## config.mk

```make
export PLATFORM = sky130hd
export DESIGN_NAME = sipo_collector
export DESIGN_NICKNAME = d
export VERILOG_FILES = /design/src/rtl/sipo_pkg.sv /design/src/rtl/sipo_collector.sv
export SDC_FILE = /design/constraint.sdc
export NUM_CORES = 1
export LEC_CHECK = 0
export ABC_AREA = 1
export BUFFER_PORTS_ARGS = -buffer_cell sky130_fd_sc_hd__buf_2
export CAP_MARGIN = 25
export CORE_AREA = 3 3 58 60
export DETAILED_ROUTE_END_ITERATION = 7
export DIE_AREA = 0 0 61 63
export RECOVER_POWER = 25
export SETUP_SLACK_MARGIN = 0.02
export SYNTH_ARGS = -nofsm -noshare
export SYNTH_HDL_FRONTEND = slang
export SYNTH_SLANG_ARGS = --single-unit
```

## constraint.sdc

```tcl
create_clock -name i_clk -period 1.3 [get_ports i_clk]
set_input_delay 0.26 -clock i_clk [delete_from_list [all_inputs] [get_ports i_clk]]
set_output_delay 0.26 -clock i_clk [all_outputs]
set_load 0.02 [all_outputs]
```

## src/rtl/sipo_pkg.sv

```systemverilog
// Shared types and helpers for the serial-in parallel-out collector.
// Latency: none (declarations only).
// Backpressure: not applicable.
package sipo_pkg;

   // FILL gathers words; FULL presents a finished frame until it is taken.
   typedef enum logic {
      FILL = 1'b0,
      FULL = 1'b1
   } state_t;

   // Word-counter width: enough to index NDATA words, never narrower than 1 bit.
   function automatic int calc_cw(input int ndata);
      int w;
      w = $clog2(ndata);
      return (w < 1) ? 1 : w;
   endfunction

endpackage

```

## src/rtl/sipo_collector.sv

```systemverilog
// Collects NDATA serial BIT-wide words into a parallel frame (element 0 = first word).
// Latency: o_valid rises the cycle after the NDATA-th transfer; frame held until i_ready.
// Backpressure: o_ready=0 while a frame is held; with SIPO_OVERLAP_EN, o_ready follows i_ready in FULL.
module sipo_collector
   import sipo_pkg::*;
#(
   parameter  int BIT   = 8,
   parameter  int NDATA = 3,
   localparam int CW    = calc_cw(NDATA)
) (
   input  logic           i_clk,
   input  logic           i_rst_n,
   input  logic           i_valid,
   input  logic [BIT-1:0] i_data,
   output logic           o_ready,
   input  logic           i_clear,
   output logic [BIT-1:0] o_data [0:NDATA-1],
   output logic           o_valid,
   input  logic           i_ready,
   output logic [CW-1:0]  o_count
);

   localparam logic [CW-1:0] LAST = CW'(NDATA - 1);

   state_t         state;
   state_t         state_nxt;
   logic [CW-1:0]  count;
   logic [CW-1:0]  count_nxt;
   logic [BIT-1:0] data [0:NDATA-1];
   logic           xfer;
   logic           wr_en;
   logic [CW-1:0]  wr_idx;

   // Ready is only withheld while a completed frame waits for its consumer.
   always_comb begin
      o_ready = 1'b1;
      if (state == FULL) begin
`ifdef SIPO_OVERLAP_EN
         o_ready = i_ready;
`else
         o_ready = 1'b0;
`endif
      end
   end

   assign xfer = i_valid & o_ready;

   // Next state, counter and write strobe; clear overrides any transfer.
   always_comb begin
      state_nxt = state;
      count_nxt = count;
      wr_en     = 1'b0;
      wr_idx    = count;
      if (i_clear) begin
         state_nxt = FILL;
         count_nxt = '0;
      end else begin
         case (state)
            FILL: begin
               if (xfer) begin
                  wr_en  = 1'b1;
                  wr_idx = count;
                  if (count == LAST) begin
                     count_nxt = '0;
                     state_nxt = FULL;
                  end else begin
                     count_nxt = count + CW'(1);
                  end
               end
            end
            FULL: begin
               if (i_ready) begin
                  state_nxt = FILL;
`ifdef SIPO_OVERLAP_EN
                  // The first word of the next frame lands while the old one is taken.
                  if (xfer) begin
                     wr_en     = 1'b1;
                     wr_idx    = '0;
                     count_nxt = CW'(1);
                  end
`endif
               end
            end
            default: begin
               state_nxt = FILL;
               count_nxt = '0;
            end
         endcase
      end
   end

   // State and word counter registers.
   always_ff @(posedge i_clk or negedge i_rst_n) begin
      if (!i_rst_n) begin
         state <= FILL;
         count <= '0;
      end else begin
         state <= state_nxt;
         count <= count_nxt;
      end
   end

   // Frame buffer written by index; untouched while a frame is presented.
   always_ff @(posedge i_clk or negedge i_rst_n) begin
      if (!i_rst_n) begin
         for (int i = 0; i < NDATA; i++) begin
            data[i] <= '0;
         end
      end else if (wr_en) begin
         data[wr_idx] <= i_data;
      end
   end

   assign o_data  = data;
   assign o_valid = (state == FULL);
   assign o_count = count;

endmodule

```

==> summary.md, run 1 <==
| Metric | Value |
|---|---|
| Final setup fails | `0` |
| First-pass GRT wire length | `about 4400 µm` |
| Sw Share | `38.3%` |
| RSZ-0062 raised after global routing | `false` |
| Min-delay src | `i_ready` |
| Pint | `around 1.4 mW` |
| Total global-route track usage | `14.7%` |
| Hold Crit Class | `input pin to flip-flop` |
| Clock buffer depth | `2` |
| DR pass1 iterations | `4` |
| Via count | `951` |
| N_diodes | `0` |
| WHS | `~0.14 ns` |
| Number of max-cap violations | `0` |
| CTS Buf Count | `3` |
| Peak VDD IR | `approximately 0.0006 V` |
| Worst Skew | `0.0151 ns` |
| Worst setup path start | `o_count[1]` |
| Max incr delay on CP | `0.48 ns` |
| Worst slew margin | `56.3%` |
| CTS tree | `done` |
| Layout cells sized above 1 | `between 30% and 40%` |
| Vias per cell | `roughly 4.8` |
| Clock sinks | `27` |
| Cells after Synth | `120` |
| Synth Cell Area | `1130 µm²` |
| Post-DP Area | `1390 µm²` |
| Starting Density | `38.0%` |
| WP buf/inv | `1` |
| Final wirelength | `2580 µm` |
| Avg WL per Cell | `12.9 µm` |
| # nets final | `181` |
| Worst-Margin Slew | `approximately 0.66 ns` |
| Die width | `61 µm` |
| # IOs | `41` |
| Fin crit share | `93.9%` |
| Die height | `about 63 µm` |
| DRC | `0` |
| Final Total Pwr | `about 2.3 mW` |
| Die Footprint | `3840 µm²` |
| Min Tclk post-route | `1.22 ns` |
| RR Startpoint | `o_valid` |
| Crit Path Max Fanout | `4` |
| Placed Instances | `194` |
| Synth Register Bits | `27` |
| Worst EP arrival | `0.96 ns` |
| FP Rows | `20` |
| FMAX | `~0.82 GHz` |
| Clock insertion delay at the later pin of the skew report | `between 0.3 and 0.4 ns` |
| Final Hold Fails | `0` |
| Register area share after synthesis | `59.7%` |
| Outcome | `complete, no violations` |
| Clock Root Buffer | `clkbuf_4` |
| Number of global-route vias before repair | `947` |
| Synthesis-to-finish area growth | `26.9%` |
| Cell family with most CP delay | `flip-flops` |
| DR iter-0 viols | `40` |
| Power share of the combinational group | `34.1%` |
| CP required | `approximately 1.0 ns` |
| Core ar. | `2980 µm²` |
| Grt total ovfl | `0` |
| Largest net degree at the start of global routing | `28` |
| Worst setup EP type | `primary output` |
| DPL Wire Length | `a little over 2000 µm` |
| CTS HTree Levels | `1` |
| Most frequent cells in the layout | `nand2_1, buf_2, dfrtp_1` |
| Kind of critical path | `flip-flop to primary output` |
| Ordered cell list for the critical path | `buf_2` |
| Setup tns final | `0 ns` |
| Syn Area/Cell | `9.44 µm²` |
| Final Non-Filler Cells | `200` |
| YS warnings | `0` |
| Commonest non-fill, non-tap cell in the layout | `nand2_1` |
| Post-route ant nets | `0` |
| CTS clk-pin slew, worst paths | `0.14 ns` |
| Clock network power share | `15.8%` |
| Initial antenna violation count | `0` |
| Flop pwr share | `approximately 50%` |
| Worst setup SP type | `flip-flop` |
| Slowest cell on the critical path | `dfrtp_2` |
| Pins Over Slew Limit | `0` |
| P_leak | `0.807 nW` |
| Power Dens Cells | `~1600 nW/µm²` |
| Gpl congestion | `0.782` |
| Netlist cell types | `11` |
| Finished Cell Area | `around 1400 µm²` |
| Synthesized Nets | `approximately 130` |
| Port bufs | `40` |
| Switching power total | `0.881 mW` |
[path summary, 6_finish.rpt]
check,end,slack [ns],cells past startpoint
hold / removal,o_valid,0.14,2
setup / recovery,o_count[1],0.08,1
min in group asynchronous,o_data[20],0.48,2
setup reg to reg,o_data[7],0.12,5
max in group asynchronous,o_count[1],0.35,2
hold reg to reg,o_data[8],0.48,2
[kinds of logic (layout without fill, tap and decap cells)]
| kind of cell | after synthesis | after routing | synth area share, % |
|---|---|---|---|
| simple gates | 83 | 83 | 35.4 |
| buf+inv | 7 | 54 | 3.65 |
| compound gates | 3 | 3 | 1.33 |
| flops | 27 | 27 | 59.7 |
[metrics by stage]
| step | setup WS [ns] | utilization [%] |
|---|---|---|
| after floorplan | 0.0814 | - |
| after global placement | 0.154 | 46.6 |
| after detailed placement | 0.160 | 46.6 |
| after CTS | 0.0211 | 48.2 |
| after global routing | 0.0279 | 48.2 |
| final | 0.0794 | 48.2 |
[layout make-up]
cell class / instances / area [µm²]
Multi-Input combinational cell: 86 / 415
Clock buffer: 3 / 22.5
Fill cell: 315 / 1540
Timing Repair Buffer: 45 / 253
Inverter: 5 / 18.8
Clock inverter: 1 / 7.51
Sequential cell: 27 / 678
Tap cell: 33 / 41.3
[cells in the mapped netlist]
| master | instances | share of area [%] |
|---|---|---|
| buf_6 | 2 | 2.0 |
| dfrtp_1 | 27 | 60 |
| inv_1 | 2 | 0.66 |
| inv_2 | 3 | 0.99 |
| nand2_1 | 51 | 17 |
| nand3_1 | 24 | 11 |
| nand3_2 | 2 | 1.8 |
| nand3_4 | 1 | 1.5 |
| nor2_2 | 1 | 0.55 |
| nor2_4 | 4 | 4.0 |
| o21ai_0 | 3 | 1.3 |
[registers in the layout, indices dropped and copies added (netlist names)]
register,cells
o_count,2
o_valid,1
o_data,24
[layer usage]
layer / track usage (%) / vias to the layer above / part of all wire [%]
li1: - / 479 / -
met5: 0 / - / 0
met4: 3.25 / 0 / 0.62
met3: 3.31 / 2 / 5.2
met1: 19.6 / 443 / 45
met2: 24.1 / 27 / 49
[power by group through the flow]
| stage | Combinational, mW | Sequential (mW) | Clock [mW] |
|---|---|---|---|
| after CTS | 0.800 | 1.16 | 0.378 |
| after global routing | 0.871 | 1.18 | 0.411 |
| after global placement | 0.786 | 1.16 | 0 |
| after floorplan | 0.219 | 1.42 | 0 |
| after detailed placement | 0.796 | 1.17 | 0 |
| final | 0.786 | 1.15 | 0.364 |
[timing repair]
item                                    in CTS  in global routing
hold buffers                                 1                  0
endpoints found under the setup margin       2                  1
endpoints found under the hold margin       27                  0
pin swaps                                    0                  0
buffers inserted                             1                  0
resized for setup                            1                  1
No activity file was read; power rests on OpenSTA's default activity.
==> run 2, diff against run 1 <==
Settings changed: GPL_TIMING_DRIVEN set to 0.
==> run 2 against run 1 <==
- final cell count shrank 0.50%
- sequential share of layout area shrank 0.077 points
- global-route usage grew 1.5 points
- sequential cell count unchanged
- combinational power is essentially flat
- critical endpoint unchanged
- highest routed layer unchanged
- clock-buffer cell count grew 1
- setup slack worse by 0.039 ns
- non-clock buffer count shrank 1
- critical path depth unchanged
==> summary.md, run 2 (synthesis results as in run 1) <==
| Metric | Value |
|---|---|
| Worst Skew | `0.00555 ns` |
| N_diodes | `0` |
| Vias per cell | `4.88` |
| Switching power total | `~0.9 mW` |
| Worst-Margin Slew | `0.654 ns` |
| Worst slew margin | `a little under three fifths` |
| Ordered cell list for the critical path | `buf_4` |
| Max incr delay on CP | `0.49 ns` |
| WP buf/inv | `1` |
| Fill count | `~300` |
| Hold Crit Depth | `2` |
| Final wirelength | `2730 µm` |
| CP required | `between 1 and 1.5 ns` |
| Crit Path Max Fanout | `4` |
| Worst setup EP type | `primary output` |
| Outcome | `complete, no violations` |
| Die height | `roughly 63 µm` |
| Synthesis-to-finish area growth | `27.3%` |
| Cell family with most CP delay | `flip-flops` |
| DRC | `0` |
| Port bufs | `40` |
| Sw Share | `38.4%` |
| Die Footprint | `3840 µm²` |
| DR pass1 iterations | `4` |
| Clock Root Buffer | `clkbuf_4` |
| Avg WL per Cell | `roughly 14 µm` |
| Die width | `61 µm` |
| Power share of the combinational group | `34.0%` |
| CTS HTree Levels | `1` |
| Largest net degree at the start of global routing | `28` |
| Final setup fails | `0` |
| Min-delay src | `i_ready` |
| First-pass GRT wire length | `4570 µm` |
| Flop pwr share | `50.0%` |
| Kind of critical path | `flip-flop to primary output` |
| Slowest cell on the critical path | `dfrtp_2` |
| Layout cells sized above 1 | `36.1%` |
| Placed Instances | `193` |
| RR Startpoint | `o_valid` |
| Power Dens Cells | `1610 nW/µm²` |
| Most frequent cells in the layout | `nand2_1, buf_2, nand3_1, dfrtp_1, nor2_4` |
| Worst EP arrival | `1.00 ns` |
| Worst setup SP type | `flip-flop` |
| Max reg flops | `24` |
| Clock network power share | `16.0%` |
| Pint | `1.42 mW` |
| WHS | `0.122 ns` |
| Peak VDD IR | `between 0.0005 and 0.0006 V` |
| Worst hold path endpoint | `o_valid` |
| Flop2flop setup slack | `0.05 ns` |
| FMAX | `0.794 GHz` |
| Number of global-route vias before repair | `a little over 1000` |
| Via count | `971` |
| CTS clk-pin slew, worst paths | `0.14 ns` |
| Pins Over Slew Limit | `0` |
| Fin crit share | `96.9%` |
| FF-to-FF path depth | `5` |
| DPL Wire Length | `between 2000 and 2500 µm` |
| Clock sinks | `27` |
| Grt total ovfl | `0` |
| Finished Cell Area | `1440 µm²` |
| RSZ-0062 raised after global routing | `true` |
| Capture point of the worst reg-to-reg path | `o_data[1]` |
| Hold Crit Class | `input pin to flip-flop` |
| # IOs | `approximately 40` |
| # nets final | `180` |
| Gpl congestion | `approximately 0.77` |
| Core ar. | `2980 µm²` |
| CTS tree | `done` |
| P_leak | `0.807 nW` |
| Starting Density | `38.0%` |
| Post-route ant nets | `0` |
| Initial antenna violation count | `0` |
| Final Non-Filler Cells | `between 150 and 200` |
| Clock buffer depth | `2` |
| Number of max-cap violations | `0` |
| DR iter-0 viols | `42` |
| Total global-route track usage | `about 16%` |
| CP Depth | `1` |
| Commonest non-fill, non-tap cell in the layout | `nand2_1` |
| FP Rows | `20` |
| Post-DP Area | `1370 µm²` |
| Min Tclk post-route | `1.26 ns` |
| Clock insertion delay at the later pin of the skew report | `0.33 ns` |
| Final Hold Fails | `0` |
| CTS Buf Count | `3` |
run 2: metal layers:
layer  up-vias  track usage [%]  share of wire, %
met2        32             24.3                47
met3         5             4.55               5.1
met4         0             7.59               2.2
met1       455             21.4                45
met5         -                0                 0
li1        479                -                 -
run 2: cell type report:
cell class	instances	area, µm²	share of cell area, %
multi-input combinational	86	420	29.2
inverter	5	18.8	1.30
tap	33	41.3	2.86
timing repair buffer	42	233	16.1
buffer	2	22.5	1.56
clock buffer	4	26.3	1.82
sequential	27	679	47.1
run 2: how the worst max path moves through the flow:
stage,slack (ns),end,from
after global placement,0.02,o_data[20],o_count[0]
after detailed placement,0.007,o_data[20],o_count[0]
final,0.04,o_count[1],o_count[1]
after global routing,-0.02,o_data[6],o_valid
after floorplan,0.08,o_data[16],o_count[0]
after CTS,0.04,o_ready,o_valid
run 2: repair_timing:
item,4_1_cts,5_1_grt
setup buffers,1,0
hold buffers,1,0
endpoints found under the setup margin,13,20
resized for setup,4,5
pin swaps,0,0
endpoints found under the hold margin,27,0
run 2: metrics by stage:
stage | total power, mW | TNS, ns | setup WS, ns | utilization (%)
after floorplan | 1.64 | 0 | 0.0814 | -
after global placement | 1.93 | 0 | 0.0248 | 46.1
after detailed placement | 1.96 | 0 | 0.00729 | 46.1
after CTS | 2.33 | 0 | 0.0363 | 47.9
after global routing | 2.47 | -0.147 | -0.0248 | 48.4
final | 2.31 | 0 | 0.0408 | 48.4
run 2: power groups by stage:
stage | clock network [mW] | registers (mW) | logic [mW]
floorplan | 0 | 1.42 | 0.219
global placement | 0 | 1.16 | 0.775
detailed placement | 0 | 1.17 | 0.785
CTS | 0.379 | 1.16 | 0.793
global route | 0.413 | 1.18 | 0.870
finish | 0.371 | 1.16 | 0.787
